**src/rtl/alu_issue_stage.sv**
```systemverilog
// alu_issue_stage: issue stage in front of a registered, 1-cycle-latency ALU.
// Decodes R-type and I-type ALU instructions and drives registered funct3/funct7/operands
// (stage S1). It tags the ALU result one cycle later with its destination register
// (stage S2). A hold register keeps the S2 result stable while the consumer stalls.
// Build option: define ALU_ISSUE_FWD_EN to forward S2/writeback results into the operands.
// Without it, those producers raise a hazard instead.
module alu_issue_stage #(
  parameter int DATA_WIDTH = 32
) (
  input  logic                  clk,
  input  logic                  rst,
  input  logic                  in_valid,
  output logic                  in_ready,
  input  logic [31:0]           in_instr,
  input  logic [DATA_WIDTH-1:0] in_rs1_data,
  input  logic [DATA_WIDTH-1:0] in_rs2_data,
  input  logic                  wb_we,
  input  logic [4:0]            wb_rd,
  input  logic [DATA_WIDTH-1:0] wb_data,
  output logic [2:0]            alu_funct3,
  output logic                  alu_funct7,
  output logic [DATA_WIDTH-1:0] alu_opranda,
  output logic [DATA_WIDTH-1:0] alu_oprandb,
  input  logic [DATA_WIDTH-1:0] alu_res,
  output logic                  out_valid,
  input  logic                  out_ready,
  output logic [4:0]            out_rd,
  output logic [DATA_WIDTH-1:0] out_data,
  output logic                  illegal
);

  localparam logic [6:0] OpR = 7'b0110011;
  localparam logic [6:0] OpI = 7'b0010011;

  logic [2:0]            funct3_q;
  logic                  funct7_q;
  logic [DATA_WIDTH-1:0] opA_q, opB_q;
  logic                  s1Valid_q, s2Valid_q;
  logic [4:0]            s1Rd_q, s2Rd_q;
  logic [DATA_WIDTH-1:0] hold_q;
  logic                  holdValid_q;
  logic                  illegal_q;

  logic                  isR, isI, isLegal, isShift;
  logic [2:0]            funct3_d;
  logic                  funct7_d;
  logic [4:0]            rd, rs1, rs2;
  logic [DATA_WIDTH-1:0] rs1Val, rs2Val, opB_d;
  logic                  hit1, hit2, hazard;
  logic                  adv2, accept, issue;

  function automatic logic rdMatch(input logic v, input logic [4:0] prodRd, input logic [4:0] rs);
    return v && (prodRd != 5'd0) && (prodRd == rs);
  endfunction

  // Field decode, funct7 selection and operand B choice for the offered instruction
  always_comb begin
    isR      = (in_instr[6:0] == OpR);
    isI      = (in_instr[6:0] == OpI);
    isLegal  = isR | isI;
    funct3_d = in_instr[14:12];
    rd       = in_instr[11:7];
    rs1      = in_instr[19:15];
    rs2      = in_instr[24:20];
    isShift  = isI && ((funct3_d == 3'b001) || (funct3_d == 3'b101));
    funct7_d = 1'b0;
    if (isR || (isI && funct3_d == 3'b101)) funct7_d = in_instr[30];
    opB_d = {{(DATA_WIDTH-12){in_instr[31]}}, in_instr[31:20]};
    if (isR)          opB_d = rs2Val;
    else if (isShift) opB_d = {{(DATA_WIDTH-5){1'b0}}, in_instr[24:20]};
  end

`ifdef ALU_ISSUE_FWD_EN
  // Source values with youngest-producer priority, and hazard only against the S1 producer
  always_comb begin
    rs1Val = in_rs1_data;
    if (rdMatch(s2Valid_q, s2Rd_q, rs1))  rs1Val = out_data;
    else if (rdMatch(wb_we, wb_rd, rs1))  rs1Val = wb_data;
    rs2Val = in_rs2_data;
    if (rdMatch(s2Valid_q, s2Rd_q, rs2))  rs2Val = out_data;
    else if (rdMatch(wb_we, wb_rd, rs2))  rs2Val = wb_data;
    hit1   = rdMatch(s1Valid_q, s1Rd_q, rs1);
    hit2   = rdMatch(s1Valid_q, s1Rd_q, rs2);
    hazard = isLegal && (hit1 || (isR && hit2));
  end
`else
  logic unusedWbData;
  assign unusedWbData = ^wb_data;

  // Regfile-only operands, so every in-flight producer (S1, S2, writeback) is a hazard
  always_comb begin
    rs1Val = in_rs1_data;
    rs2Val = in_rs2_data;
    hit1   = rdMatch(s1Valid_q, s1Rd_q, rs1) || rdMatch(s2Valid_q, s2Rd_q, rs1) ||
             rdMatch(wb_we, wb_rd, rs1);
    hit2   = rdMatch(s1Valid_q, s1Rd_q, rs2) || rdMatch(s2Valid_q, s2Rd_q, rs2) ||
             rdMatch(wb_we, wb_rd, rs2);
    hazard = isLegal && (hit1 || (isR && hit2));
  end
`endif

  assign adv2     = !s2Valid_q || out_ready;
  assign in_ready = (!s1Valid_q || adv2) && !hazard;
  assign accept   = in_valid && in_ready;
  assign issue    = accept && isLegal;

  // Pipeline state: operand regs load only on issue so a frozen S1 keeps alu_res valid,
  // and the hold reg grabs the S2 result before the ALU overwrites it during a stall
  always_ff @(posedge clk) begin
    if (rst) begin
      funct3_q    <= '0;
      funct7_q    <= 1'b0;
      opA_q       <= '0;
      opB_q       <= '0;
      s1Valid_q   <= 1'b0;
      s2Valid_q   <= 1'b0;
      s1Rd_q      <= '0;
      s2Rd_q      <= '0;
      hold_q      <= '0;
      holdValid_q <= 1'b0;
      illegal_q   <= 1'b0;
    end else begin
      if (issue) begin
        funct3_q <= funct3_d;
        funct7_q <= funct7_d;
        opA_q    <= rs1Val;
        opB_q    <= opB_d;
        s1Rd_q   <= rd;
      end
      if (issue)     s1Valid_q <= 1'b1;
      else if (adv2) s1Valid_q <= 1'b0;
      if (adv2) begin
        s2Valid_q <= s1Valid_q;
        if (s1Valid_q) s2Rd_q <= s1Rd_q;
      end
      if (s2Valid_q && !out_ready && !holdValid_q) begin
        hold_q      <= alu_res;
        holdValid_q <= 1'b1;
      end else if (out_ready) begin
        holdValid_q <= 1'b0;
      end
      illegal_q <= accept && !isLegal;
    end
  end

  assign alu_funct3  = funct3_q;
  assign alu_funct7  = funct7_q;
  assign alu_opranda = opA_q;
  assign alu_oprandb = opB_q;
  assign out_valid   = s2Valid_q;
  assign out_rd      = s2Rd_q;
  assign out_data    = holdValid_q ? hold_q : alu_res;
  assign illegal     = illegal_q;

endmodule

```
**config.mk**
```make
export PLATFORM = sky130hd
export DESIGN_NAME = alu_issue_stage
export DESIGN_NICKNAME = d
export VERILOG_FILES = /design/src/rtl/alu_issue_stage.sv
export SDC_FILE = /design/constraint.sdc
export NUM_CORES = 1
export LEC_CHECK = 0
export ABC_AREA = 1
export CAP_MARGIN = 25
export CORE_AREA = 2 2 116 140
export DETAILED_ROUTE_END_ITERATION = 7
export DIE_AREA = 0 0 118 142
export PLACE_DENSITY = 0.77
export REMOVE_ABC_BUFFERS = 1
export SYNTH_ARGS = -nofsm -noshare
export SYNTH_HDL_FRONTEND = slang
export SYNTH_SLANG_ARGS = --single-unit
```
**constraint.sdc**
```tcl
create_clock -name clk -period 1.75 [get_ports clk]
set_input_delay 0.175 -clock clk [delete_from_list [all_inputs] [get_ports clk]]
set_output_delay 0.175 -clock clk [all_outputs]
set_load 0.02 [all_outputs]
```
* Yosys cells after proc, flatten, opt, wreduce, memory -nomap -nowiden
Index checks and enable logic that the tools add are counted.
** Storage, ports and cells
- Register bits after elaboration :: 114
- Input port bits :: 170
- Output and inout bits :: 108
- Word-level logic and storage cells :: 70
** Cells by class
- Eq/ne operators :: 10
- Multiplexer cells :: 8
- Bitwise operators :: 1
- Reduce and logical (&&, ||, !) cells :: 40
** Operators by type and width (count)
- $mux 32 :: 3
- $eq 5x5->1 :: 6
- $logic_and 1x1->1 :: 19
- $reduce_bool 5->1 :: 3
- $logic_or 1x1->1 :: 9
- $eq 7x5->1 const B :: 1
- $eq 7x6->1 const B :: 1
- $logic_not 1->1 :: 6
- $mux 1 :: 5
- $reduce_bool 2->1 :: 2
- $eq 3x1->1 const B :: 1
- $eq 3x3->1 const B :: 1
- $reduce_and 2->1 :: 1
- $or 1x1->1 :: 1

* Longest topological paths before layout
Gate-level depths: netlist (run 1).
- Depth in word-level cells :: 13
- Gate-level depth with buffers :: 15
- Depth with buffers taken out :: 13

* Worst setup path before layout (run 1)
Ideal clock, no wire load.
- Kind :: register to register
- Start point :: reg s2Rd_q[3] (netlist: out_rd[3])
- End point :: reg opB_q[5] (netlist: alu_oprandb[5])
- Setup time :: 0.113 ns
- Data arrival time :: 1.674 ns
- Required time :: 1.637 ns
- Path slack :: -0.037 ns
- Cell stages (with the launch flop) :: 16
- Buffers on the path :: 2
- Clock period less this slack :: 1.787 ns
- Cell sequence :: dfxtp_1 -> inv_1 -> nand2_1 -> nand2_1 -> nand2_1 -> nor2_1 -> nand3_1 -> nand3_1 -> nand2_1 -> nand3_2 -> nor2_2 -> buf_6 -> buf_4 -> nand3_1 -> nand2_1 -> nor2_1
** Between the ends
- Word-level cells in the longest chain between the ends :: 12
- Elaborated cells between the ends (all ways) :: 17
- Those cells by class :: 2 x eq/ne; 15 x reduce/logical
** Ends and longest elaborated chain
- from (decl) :: line 39 : logic [4:0] s1Rd_q, s2Rd_q;
- from (signal assigned) :: line 134 : if (s1Valid_q) s2Rd_q <= s1Rd_q;
- $reduce_bool 5->1 :: line 53 : return v && (prodRd != 5'd0) && (prodRd == rs);
- $logic_and 1x1->1 (2 in a row) :: line 53
- $logic_or 1x1->1 (2 in a row) :: line 96 : hit2 = rdMatch(s1Valid_q, s1Rd_q, rs2) || rdMatch(s2Valid_q, s2Rd_q, rs2) ||
- $logic_and 1x1->1 :: line 98 : hazard = isLegal && (hit1 || (isR && hit2));
- $logic_or 1x1->1 (*) :: line 98
- $logic_and 1x1->1 (*) :: line 98
- $logic_not 1->1 (*) :: line 103 : assign in_ready = (!s1Valid_q || adv2) && !hazard;
- $logic_and 1x1->1 (*) :: line 103
- $logic_and 1x1->1 (*) :: line 104 : assign accept = in_valid && in_ready;
- $logic_and 1x1->1 (*) :: line 105 : assign issue = accept && isLegal;
- to (signal assigned) :: line 127 : opB_q <= opB_d;
- to (decl) :: line 37 : logic [DATA_WIDTH-1:0] opA_q, opB_q;
Mark *: on every way between the ends. The rest lies on a longest branch, timed or not.
A chain may end at the register's enable or synchronous reset.

* Worst setup path in the final report (run 1)
- Start point :: reg s1Rd_q[1]
- End point :: reg opB_q[22] (netlist: alu_oprandb[22])
** Between the ends
- Word-level cells in the longest chain between the ends :: 12
- Elaborated cells between the ends (all ways) :: 17
- Those cells by class :: 2 x eq/ne; 15 x reduce/logical
** Ends and longest elaborated chain
- from (decl) :: line 39
- from (signal assigned) :: line 128 : s1Rd_q <= rd;
- $reduce_bool 5->1 :: line 53
- $logic_and 1x1->1 (2 in a row) :: line 53
- $logic_or 1x1->1 (2 in a row) :: line 96
- $logic_and 1x1->1 :: line 98
- $logic_or 1x1->1 (*) :: line 98
- $logic_and 1x1->1 (*) :: line 98
- $logic_not 1->1 (*) :: line 103
- $logic_and 1x1->1 (*) :: line 103
- $logic_and 1x1->1 (*) :: line 104
- $logic_and 1x1->1 (*) :: line 105
Marked as above.

==> results.cfg, run 1 <==
[run_status]
run_status = finished, violations left
failed_checks = negative setup slack

[setup_path]
worstPathMaxFanout = 8
cp-end-kind = flip-flop
cp.required_ns = 2.05
reg2reg_slack_ns = -0.28
worstSetupStartpointType = flip-flop
max_stage_delay_ns = 0.37
cp_slowest_cell = dfxtp_4
crit_type = reg2reg
cp_common_cell = nand3_2
crit_chain = buf_6, xnor2_2, nand2_1, nor2_2, nand3_2, nand3_2, nand2_2, nand3_2, buf_6, nor2_4, buf_12, clkbuf_16, nand3_2, nand2_1, nor2_1
cp.arrival_ns = 2.33

[timing]
hold_violations = 0
slew_viol_final = 0
worstMarginPinSlew_ns = 0.683
fin_crit_sh_pct = 116
final-setup-viol-count = 75
clock-skew-final_ns = 0.0108
layout_min_cycle_time_ns = 2.03
grt_setup_unrepaired = yes
setup_ws_ns = -0.283
hold_ws_ns = 0.342
max_freq_mhz = 492
max_slew_margin_pct = 54.5

[floorplanning]
die-area_sq_um = 16800
core-area_sq_um = 15500
start_util_pct = 36.3
pin_count = 278
die_w_um = 118
num_rows = 50
die_y_um = 142

[clocking]
htree_levels = 4
cts_tree = built
cts.sinks = 114
insertion_delay_ns = 0.41
cts_buffer_depth = 2
cts-root-buf = clkbuf_16
cts-buffers-inserted = 17
clkSlewWorstSetupHoldPaths_ns = 0.05

[synth]
synth_top_family_by_area = simple AND/OR/NAND/NOR gates
synth.area.mux_share_pct = 0
synth_cells = 853
yosysWarnings = 0
synth-xor-area-share_pct = 3.91
synth_edf_count = 0
synth-compound-area-share_pct = 13.6
async_flop_share_pct = 0
synth_area_sq_um = 5610
ys_ff_latch = 114
avgSynthCellArea_sq_um = 6.57
ys_types = 25
synthFlopType = dfxtp_1
yosys.area_share.simple_pct = 30.6
synth_seq_area_share_pct = 40.7
synthAdderAreaFrac_pct = 0

[place]
hpwl_um = 12400
gp_congestion = 0.863
portBuffers = 245

[cells_and_area]
utilization_pct = 64.4
final_net_count = 1306
drive_gt1_share_pct = 22.2
area_growth_pct = 77.4
final.fill_count = 1349
final_cell_mix = 207 x clkdlybuf4s50_1, 154 x nor2_1, 131 x nand2_1
layout_commonest_cell = clkdlybuf4s50_1

[power_and_ir_drop]
p_leak_nw = 4.24
swShare_pct = 25.0
p_comb_share_pct = 14.7
p_seq_share_pct = 38.9
ir_drop_mv = 0.504
p_clk_share_pct = 46.4
power.density_nw_per_um2 = 676
p_switching_w = 0.00168
intPower_w = 0.00505

[drt]
vias_per_cell = 4.78
wl_per_cell_um = 15.1
via_count = 6487
ant_nets = 0
first_pass_iters = 5
routed_wirelength_um = 20500
drc = 0
drtIter0Drc = 352

[job]
max-cap-violations = 0

[global_routing]
grt_usage_pct = 23.4
grt_pass1_wl_um = 31300
antenna_found_initial = 1
grt_max_degree = 65
grt_pass1_vias = 6374
overflow = 0

[min_path]
hold_path_class = in2reg
==> path summary, 6_finish.rpt <==
path / start / to / cells after the start
worst max-delay path: s1Rd_q[1]$_SDFFE_PP0P_ / alu_oprandb[22]$_SDFFE_PP0P_ / 15
worst min-delay path: out_ready / holdValid_q$_SDFFE_PP0P_ / 2
worst max register to register: s1Rd_q[1]$_SDFFE_PP0P_ / alu_oprandb[22]$_SDFFE_PP0P_ / 15
worst min register to register: hold_q[20]$_SDFFE_PP0P_ / hold_q[20]$_SDFFE_PP0P_ / 2
==> timing repair <==
action	4_1_cts	5_1_grt
cloned	11	5
resized for setup	126	188
buffers inserted	18	5
endpoints found under the hold margin	0	0
hold buffers	0	0
endpoints found under the setup margin	104	107
pin swaps	35	72
==> cell usage after synthesis (2+ instances only) <==
master,n,share of area [%]
a21oi_1,46,4.1
o21ai_0,72,6.4
clkbuf_1,31,2.1
buf_1,8,0.54
buf_4,7,0.94
nand2_1,151,10
dfxtp_1,114,41
nand4_1,2,0.22
a21boi_0,22,2.9
xor2_1,16,2.5
or2_2,2,0.22
nor2_1,176,12
inv_1,102,6.8
nand3_1,79,7.1
nor3_4,2,0.58
buf_2,6,0.54
xnor2_1,9,1.4
==> power groups by stage <==
stage | Sequential, W | Clock [W] | Combinational (W)
2_1_floorplan | 0.00269 | 0 | 0.000317
4_1_cts | 0.00262 | 0.00318 | 0.000977
5_1_grt | 0.00262 | 0.00330 | 0.00106
6_report | 0.00262 | 0.00312 | 0.000988
3_5_place_dp | 0.00268 | 0 | 0.000874
3_3_place_gp | 0.00268 | 0 | 0.000868
==> cell families (layout without fill, tap and decap cells) <==
kind of cell | Yosys count | in the layout
AND/OR/NAND/NOR | 417 | 417
flip-flops | 114 | 114
buffers and inverters | 156 | 450
XOR/XNOR | 25 | 25
AO/OA/AOI/OAI | 141 | 141
other | 0 | 1
==> worst max-delay path, delay by kind of cell (launching register included) <==
family	cells	cell delay [ns]
xor gates and xnor gates	1	0.12
buffers and inverters	4	0.62
DFF	1	0.37
and+or+nand+nor	10	0.81
==> state kept, by name (all words and copies together) (netlist names) <==
register	count
alu_opranda	32
s1Valid_q	1
out_rd	5
alu_funct3	3
holdValid_q	1
illegal	1
alu_oprandb	32
hold_q	32
out_valid	1
s1Rd_q	5
alu_funct7	1
==> final cells by class <==
cell class,count,area [sq um],share of cell area (%)
Clock buffer,21,470,4.73
Antenna cell,1,2.50,0.0252
Clock inverter,9,60.1,0.604
Tap cell,208,260,2.62
Timing Repair Buffer,317,3290,33.1
Sequential cell,114,2300,23.1
Inverter,103,390,3.92
Multi-Input combinational cell,583,3170,31.8
==> through the flow <==
stage               instance area [sq um]  TNS, ns  total power (W)  setup WS (ns)  std cells
floorplan                            5370  -152.60          0.00301          -1.69        800
finish                               9950   -14.46          0.00672         -0.283       1356
global route                         9940   -21.74          0.00698         -0.354       1355
CTS                                  9720   -10.50          0.00678         -0.208       1356
global placement                     8520   -35.92          0.00354         -0.514       1297
detailed placement                   8520   -36.42          0.00355         -0.543       1297
==> per-layer routing <==
metal	track usage, %	up-vias	share of wire (%)
met4	11.6	0	3.6
li1	-	3237	-
met5	0	-	0
met1	25.2	2975	39
met3	7.09	47	6.7
met2	41.6	228	51
Note: power is estimated with default switching activity, not from simulation.
==> run 2: changes to the inputs <==
--- a/config.mk
+++ b/config.mk
@@ -12,6 +12,7 @@
 export DIE_AREA = 0 0 118 142
 export PLACE_DENSITY = 0.77
 export REMOVE_ABC_BUFFERS = 1
+export SETUP_SLACK_MARGIN = 0.4
 export SYNTH_ARGS = -nofsm -noshare
 export SYNTH_HDL_FRONTEND = slang
 export SYNTH_SLANG_ARGS = --single-unit
==> run 2 against run 1 <==
The flow still finishes with violations (negative setup slack). Setup slack worse by 0.0071 ns. Critical path depth unchanged. Final cell count up 2.1%. Highest routed layer unchanged. Critical endpoint is now alu_oprandb[24]$_SDFFE_PP0P_. Via count is 5.9% higher. Non-clock buffer count increased by 28. First-iteration DRC count grew 6.8%.
==> results.cfg, run 2 (synthesis gave the netlist of run 1 again) <==
[floorplanning]
pin_count = 278
num_rows = 50
core-area_sq_um = 15500
die_w_um = 118
die-area_sq_um = 16800
start_util_pct = 36.3
die_y_um = 142

[timing]
setup_ws_ns = -0.290
max_freq_mhz = 490
hold_violations = 0
slew_viol_final = 0
layout_min_cycle_time_ns = 2.04
final-setup-viol-count = 75
clock-skew-final_ns = 0.00938
worstMarginPinSlew_ns = 0.774
fin_crit_sh_pct = 117
grt_setup_unrepaired = yes
max_slew_margin_pct = 48.4

[place]
dpl_cell_area_sq_um = 8520
pre_cts_ws_ns = -0.543
place_inst = 1297
portBuffers = 245
hpwl_um = 12400
gp_congestion = 0.863

[cells_and_area]
final_net_count = 1334
final.fill_count = 1183
utilization_pct = 70.5
post_layout_nonfiller_instances = 1384
area_growth_pct = 94.3
drive_gt1_share_pct = 27.8
final_cell_mix = 169 x nor2_1, 135 x clkdlybuf4s50_1, 113 x nand2_1
layout_commonest_cell = nor2_1
postLayoutCellArea_sq_um = 10900

[setup_path]
worstSetupStartpointType = flip-flop
crit_type = reg2reg
reg2reg_slack_ns = -0.29
startpoint = s1Rd_q[1]$_SDFFE_PP0P_
cp.required_ns = 2.06
reg2reg_depth = 15
r2r-start = s1Rd_q[1]$_SDFFE_PP0P_
worstPathMaxFanout = 12
cp.arrival_ns = 2.35
worstReg2RegEnd = alu_oprandb[24]$_SDFFE_PP0P_
cp-end-kind = flip-flop

[clocking]
clkSlewWorstSetupHoldPaths_ns = 0.06
cts-root-buf = clkbuf_16
cts_buffer_depth = 2
cts-buffers-inserted = 17
cts.sinks = 114
postCtsHoldBufs = 0
htree_levels = 4
insertion_delay_ns = 0.41
cts_tree = built

[power_and_ir_drop]
ir_drop_mv = 0.446
power.density_nw_per_um2 = 634
p_leak_nw = 4.96

[global_routing]
grt_pass1_vias = 6524
antenna_found_initial = 1
grt_usage_pct = 24.2
grt_pass1_wl_um = 32700
grt_max_degree = 61
overflow = 0

[min_path]
hold_path_class = in2reg
min_from = out_ready
min_to = holdValid_q$_SDFFE_PP0P_
whs_path_depth = 2

[drt]
routed_wirelength_um = 23800
first_pass_iters = 5
drtIter0Drc = 376
wl_per_cell_um = 17.2
drc = 0
vias_per_cell = 4.96
via_count = 6869
ant_nets = 0

[job]
max-cap-violations = 0

[run_status]
failed_checks = negative setup slack
run_status = finished, violations left
[run 2: cell count changes in the layout (fill, tap and decap cells not counted), moves of 33 or more]
cell / delta
o21ai_0: -62
dlygate4sd2_1: +68
o21ai_2: +40
buf_6: +37
nand3_1: +33
clkdlybuf4s50_1: -72
[run 2: through the flow]
stage | power [W] | setup TNS, ns | hold slack (ns)
2_1_floorplan | 0.00301 | -152.60 | 0.244
3_3_place_gp | 0.00354 | -35.92 | 0.434
3_5_place_dp | 0.00355 | -36.42 | 0.439
4_1_cts | 0.00677 | -9.16 | 0.318
5_1_grt | 0.00714 | -23.83 | 0.327
6_report | 0.00691 | -14.75 | 0.328
[run 2: area by class of cell]
cell class                      instances  area [sq um]  area share (%)
Clock inverter                          9          60.1           0.551
Timing Repair Buffer                  345          3900            35.8
Antenna cell                            1          2.50          0.0230
Multi-Input combinational cell        583          3480            32.0
Inverter                              103           400            3.68
Sequential cell                       114          2310            21.2
Tap cell                              208           260            2.39
Clock buffer                           21           470            4.32
[run 2: how the worst max path moves through the flow]
stage,endpoint,slack (ns)
5_1_grt,alu_oprandb[24]$_SDFFE_PP0P_,-0.40
6_report,alu_oprandb[24]$_SDFFE_PP0P_,-0.29
3_5_place_dp,alu_oprandb[28]$_SDFFE_PP0P_,-0.54
4_1_cts,alu_oprandb[29]$_SDFFE_PP0P_,-0.15
2_1_floorplan,alu_funct3[0]$_SDFFE_PP0P_,-1.69
3_3_place_gp,alu_funct3[1]$_SDFFE_PP0P_,-0.51
[run 2: per-layer routing]
metal / up-vias / track usage, % / share of wire (%)
li1: 3303 / - / -
met1: 3204 / 26.1 / 37
met2: 288 / 43.8 / 53
met3: 74 / 7.37 / 6.6
met4: 0 / 10.3 / 3.7
met5: - / 0 / 0
[run 2: timing repair]
item | 4_1_cts | 5_1_grt
endpoints found under the setup margin | 197 | 141
setup buffers | 24 | 7
cloned | 14 | 11
pin swaps | 27 | 50
gates resized for setup | 445 | 199
[run 2: report_power, final]
group          switching, W  internal, W
Clock               0.00127      0.00190
Sequential       0.00000866      0.00260
Combinational      0.000505     0.000625
[run 2: critical path: stages (launching register included)]
cell and delay, ns:
dfxtp_4 0.37, buf_4 0.13, xnor2_1 0.11, nand2_1 0.08
nor2_2 0.04, nand3_2 0.06, nand3_2 0.08, nand2_2 0.08
nand3_2 0.08, buf_6 0.14, nor2_4 0.15, buf_8 0.18
clkbuf_16 0.18, nand3_1 0.09, nand2_1 0.12, nor2_1 0.05
==> run 3: changes to the inputs <==
--- a/config.mk
+++ b/config.mk
@@ -10,6 +10,7 @@
 export CORE_AREA = 2 2 116 140
 export DETAILED_ROUTE_END_ITERATION = 7
 export DIE_AREA = 0 0 118 142
+export HOLD_SLACK_MARGIN = 0.15
 export PLACE_DENSITY = 0.77
 export REMOVE_ABC_BUFFERS = 1
 export SETUP_SLACK_MARGIN = 0.4
==> results of run 3 <==
No change in the layout: final DEF, timing and power equal those of run 2.
